$ cat config.mk
export PLATFORM = sky130hd
export DESIGN_NAME = mem_port_arbiter
export DESIGN_NICKNAME = d
export VERILOG_FILES = /design/src/rtl/mem_port_arbiter.sv
export SDC_FILE = /design/constraint.sdc
export NUM_CORES = 1
export LEC_CHECK = 0
export CORE_MARGIN = 3
export CORE_UTILIZATION = 35
export DETAILED_ROUTE_END_ITERATION = 16
export HOLD_SLACK_MARGIN = 0.06
export PLACE_DENSITY = 0.7
export SYNTH_ARGS = -nofsm -noshare
export SYNTH_HDL_FRONTEND = slang
export SYNTH_SLANG_ARGS = --single-unit
$ cat constraint.sdc
create_clock -name clk -period 3.55 [get_ports clk]
set_input_delay 0.355 -clock clk [delete_from_list [all_inputs] [get_ports clk]]
set_output_delay 0.355 -clock clk [all_outputs]
set_load 0.03 [all_outputs]
$ cat src/rtl/mem_port_arbiter.sv
// Arbitrates a single-port unified memory between instruction fetch and load/store,
// with data priority, a fixed-latency access sequencer and pipeline freeze controls.
`timescale 1ns/1ps

module mem_port_arbiter #(
    parameter int ADDR_W  = 32,
    parameter int DATA_W  = 32,
    parameter int LATENCY = 2
) (
    input  logic              clk,
    input  logic              rst,
    input  logic              if_req,
    input  logic [ADDR_W-1:0] if_addr,
    output logic [DATA_W-1:0] if_rdata,
    output logic              if_ready,
    input  logic              dm_read,
    input  logic              dm_write,
    input  logic [ADDR_W-1:0] dm_addr,
    input  logic [DATA_W-1:0] dm_wdata,
    output logic [DATA_W-1:0] dm_rdata,
    output logic              dm_ready,
    output logic              mem_en,
    output logic              mem_we,
    output logic [ADDR_W-1:0] mem_addr,
    output logic [DATA_W-1:0] mem_wdata,
    input  logic [DATA_W-1:0] mem_rdata,
    output logic              PCWrite,
    output logic              IF_ID_Write,
    output logic              Pipe_Stall
);

    localparam int CNT_W = 4;
    localparam logic [CNT_W-1:0] LAST = CNT_W'(LATENCY - 1);

    typedef enum logic [1:0] {IDLE, BUSY, DONE} state_t;

    state_t              state, state_nxt;
    logic [CNT_W-1:0]    cnt;
    logic                grant_dm;
    logic                lat_we;
    logic [ADDR_W-1:0]   lat_addr;
    logic [DATA_W-1:0]   lat_wdata;
    logic                if_buf_valid;
    logic                dm_req;
    logic                if_grant;
    logic                last_beat;

    assign dm_req    = dm_read | dm_write;
    assign if_grant  = if_req & ~if_buf_valid;
    assign last_beat = (state == BUSY) && (cnt == LAST);

    // NOTE: state and datapath registers use non-blocking assignments so every
    // flop samples the pre-edge values of the others, independent of block order.
    always_ff @(posedge clk or negedge rst) begin
        if (!rst) state <= IDLE;
        else      state <= state_nxt;
    end

    always_comb begin
        // NOTE: default first, so no path through the case leaves state_nxt unassigned
        // and no latch is inferred.
        state_nxt = state;
        unique case (state)
            IDLE:    if (dm_req || if_grant) state_nxt = BUSY;
            BUSY:    if (cnt == LAST)        state_nxt = DONE;
            DONE:    state_nxt = IDLE;
            default: state_nxt = IDLE;
        endcase
    end

    always_comb begin
        mem_en   = 1'b0;
        mem_we   = 1'b0;
        dm_ready = 1'b0;
        unique case (state)
            BUSY: begin
                mem_en = 1'b1;
                mem_we = lat_we;
            end
            DONE:    dm_ready = grant_dm;
            default: ;
        endcase
    end

    always_ff @(posedge clk or negedge rst) begin
        if (!rst) begin
            cnt          <= '0;
            grant_dm     <= 1'b0;
            lat_we       <= 1'b0;
            lat_addr     <= '0;
            lat_wdata    <= '0;
            dm_rdata     <= '0;
            if_rdata     <= '0;
            if_buf_valid <= 1'b0;
        end else begin
            if (state == IDLE) begin
                cnt <= '0;
                if (dm_req) begin
                    grant_dm  <= 1'b1;
                    lat_we    <= dm_write;
                    lat_addr  <= dm_addr;
                    lat_wdata <= dm_wdata;
                end else if (if_grant) begin
                    grant_dm  <= 1'b0;
                    lat_we    <= 1'b0;
                    lat_addr  <= if_addr;
                    lat_wdata <= dm_wdata;
                end
            end else if (state == BUSY) begin
                cnt <= cnt + CNT_W'(1);
            end

            if (last_beat && grant_dm && !lat_we) dm_rdata <= mem_rdata;
            if (last_beat && !grant_dm)           if_rdata <= mem_rdata;

            // A completed fetch is only ever set into an empty buffer, so set and
            // consume never coincide; the buffer survives any number of stall cycles.
            if (last_beat && !grant_dm) if_buf_valid <= 1'b1;
            else if (PCWrite)           if_buf_valid <= 1'b0;
        end
    end

    assign mem_addr    = lat_addr;
    assign mem_wdata   = lat_wdata;
    assign if_ready    = if_buf_valid;
    assign Pipe_Stall  = dm_req & ~dm_ready;
    assign PCWrite     = if_buf_valid & ~Pipe_Stall;
    assign IF_ID_Write = PCWrite;

endmodule

==> results.md <==
* Outcome: completed
* Mux share of post-synthesis cell area at 32.2%
* Initial antenna violation count at 0
* Net Sw Frac at 38.6%
* Post-synthesis xor/xnor area fraction at 0%
* Worst path required time at 3.19 ns
* Final worst path period need at 2.46 ns
* Largest net degree at the start of global routing at 76
* Internal power at 5.80 mW
* VDD IR max at 0.616 mV
* CTS tree: done
* Register-to-Register Path Depth at 5
* Top cell type's share of synthesized area at 60.9%
* Post-synthesis sequential area ratio at 60.9%
* FF-to-FF setup slack at 1.31 ns
* List of most frequent post-synthesis cells: 158 x mux2_2, 137 x dfrtp_1, 7 x buf_2
* Synth-to-layout area growth at 61.5%
* GRT Overall Usage at 16.7%
* Synth area leader: dfrtp_1
* Initial Utilization at 36.3%
* Row cnt at 45
* Most frequent cell after synthesis: mux2_2
* Die ar. at 17600 um^2
* Final Slew Violations at 0
* CTS sink count at 137
* Final Net Count at 759
* Critical path launch point type: register
* Reg area at 3430 um^2
* Post-synth EDFFs at 0
* Post-CTS Setup Inserts at 0
* First DRT Iteration DRCs at 54
* Area contributors post-synth: dfrtp_1 61%, mux2_2 32%, buf_6 1.2%
* HPWL after DPL at 10900 um
* Clock slew at reported path FFs at 0.06 ns
* Core area at 15500 um^2
* Crit Reg-Reg Endpoint: dm_rdata[29]
* Multi-input gate area at 2070 um^2
* CP Capture Type: primary output
* Dominant synthesized flop cell: dfrtp_1
* Synth Instances at 351
* Die width at 133 um
* Layout cells sized above 1 at 30.9%
* Via count at 3860
* Finish-stage setup viols at 0
* RePlAce Congestion at 0.733
* Final wirelength at 14500 um
* Post-DRT Antenna Nets at 0
* Vias in the first global route at 4302
* Adder-cell share of the synthesized area at 0.445%
* Area fraction in compound gates after synthesis at 1.00%
* Max stage delay cell, worst path: clkdlybuf4s50_1
* Root buf cell: clkbuf_16
* Worst slew margin at 45.6%
* Critical path arrival at 2.10 ns
* Avg Inst Size Synth at 16.0 um^2
* Core Util, Final at 58.7%
* Crit path buffers/inverters at 2
* Final Hold Fails at 0
* Worst Path Max Fanout at 8
* Syn nets at 486
* Crit-path cells: nand2b_4 -> inv_1 -> and2_1 -> clkdlybuf4s50_1
* Post-Synth Simple-Gate Area at 2.76%
* Fmax at 407 MHz
* DRC Markers at 0
* I/O pin count at 268
* Synth Register Bits at 137
* Largest family of logic cells by synthesized area: multiplexers
* Unrepaired setup endpoints after global routing: false
* Max incr delay on CP at 0.70 ns
* Worst-Skew Late Latency at 0.41 ns
* WL/cell at 17.1 um
* Filler Cells Inserted at 1227
* Actual slew at the worst max-slew pin at 0.816 ns
* Final Skew at 0.00634 ns
* Die Y at 133 um
* Sequential power share at 29.6%
* RR Startpoint: cnt[1]
* Sum Neg Setup Slack at 0 ns
* Drt pass-1 iters at 4
* Port bufs at 267
* Total CTS buffers at 17
* Number of diodes at 0
* Clk network pwr share at 18.3%
* Pwr Density at 1040 nW/um^2
* Logic pwr share at 52.2%
* Unique masters post-synth at 24
* Final period util at 69.3%
* Switch Pwr at 3.64 mW
* Cell Area, Synth at 5630 um^2
* Drt via density at 4.55
* Max Root-Sink Buffers at 2
* Global-route wire length before repair at 23000 um
* Synth warn at 0
* Min-delay worst type: input port to async pin
* MaxCap Viol Count at 0
* Share of flip-flops with an asynchronous set or reset at 100%
* WS Path Type: register to primary output
* CP top delay family: buffers and inverters
* Lkg Pwr at 3.74 nW
* Grt ovf at 0
* H-tree Lvls at 4
-- worst max path at each step --
stage,slack [ns],to,cells past startpoint,start
global route,0.99,mem_we,4,state[1]
detailed placement,1.09,mem_wdata[16],4,dm_write
floorplan,1.30,PCWrite,5,dm_write
global placement,1.14,mem_wdata[20],4,dm_write
finish,1.09,mem_we,4,state[1]
CTS,1.05,mem_we,4,state[1]
-- placed cells by master (no fill, tap or decap) --
cell type and n:
nand2_1 5, dlygate4sd3_1 1, nor2_1 3, a21o_1 2
nand3_1 2, o21ai_0 5, nor3b_1 1, nor3_4 1
clkbuf_8 4, nor3_1 1, or3b_4 1, nor2b_1 3
clkinv_2 3, o311ai_0 1, nand2b_4 1, ha_1 2
mux2_2 158, nor2_4 1, mux2_1 3, inv_1 2
bufinv_16 2, clkbuf_1 4, dfrtp_1 137, nand4b_4 1
o31ai_4 1, and3b_1 1, buf_12 1, clkdlybuf4s50_1 266
clkinvlp_4 2, and2_1 1, clkbuf_16 17, buf_6 1
buf_4 3
-- cell type report --
| class | count | area share, % |
|---|---|---|
| flip-flops and latches | 137 | 37.7 |
| repair buffers | 272 | 30.0 |
| multi-input cells | 194 | 22.8 |
| clock buffers | 25 | 5.46 |
| well taps | 211 | 2.91 |
| clock inverters | 7 | 0.992 |
| inverters | 2 | 0.0827 |
-- sequential cells by signal, indices dropped and copies added (netlist names) --
signal / flops
dm_rdata: 32
state: 2
if_ready: 1
lat_we: 1
mem_wdata: 32
mem_addr: 32
cnt: 4
grant_dm: 1
if_rdata: 32
-- kinds of logic after synthesis --
group                    after synthesis
adder cells (fa/ha/maj)                2
AND/OR/NAND/NOR                       22
flip-flops                           137
multiplexers                         161
buffers and inverters                 20
AO/OA/AOI/OAI                          9
-- per-stage QoR --
stage                     cell area, um^2  power [mW]  setup WS (ns)  cells  hold slack (ns)
final                                9080        9.44           1.09    848            0.487
after global routing                 9080        9.90          0.985    848            0.511
after CTS                            9080        9.59           1.05    848            0.505
after detailed placement             8490        7.81           1.09    815            0.382
after global placement               8490        7.68           1.14    815            0.365
after floorplan                      5630        5.70           1.30    351           0.0594
-- power by group through the flow --
| stage | combinational, mW | sequential, mW | clock [mW] |
|---|---|---|---|
| after floorplan | 1.43 | 4.27 | 0 |
| after global placement | 4.91 | 2.77 | 0 |
| after detailed placement | 4.99 | 2.82 | 0 |
| after CTS | 5.01 | 2.80 | 1.78 |
| after global routing | 5.16 | 2.89 | 1.84 |
| final | 4.93 | 2.79 | 1.73 |
-- routing by layer --
metal / part of all wire [%] / vias up / track usage, %
met5: 0 / - / 0
met4: 1.3 / 0 / 5.72
met3: 6.0 / 11 / 6.12
met2: 55 / 120 / 30.0
met1: 38 / 1936 / 18.2
li1: - / 1793 / -
-- timing repair --
action	in CTS	in global routing
gates resized for setup	0	0
hold buffers	1	0
hold endpoints to repair	62	0
Note: power is estimated with default switching activity, not from simulation.
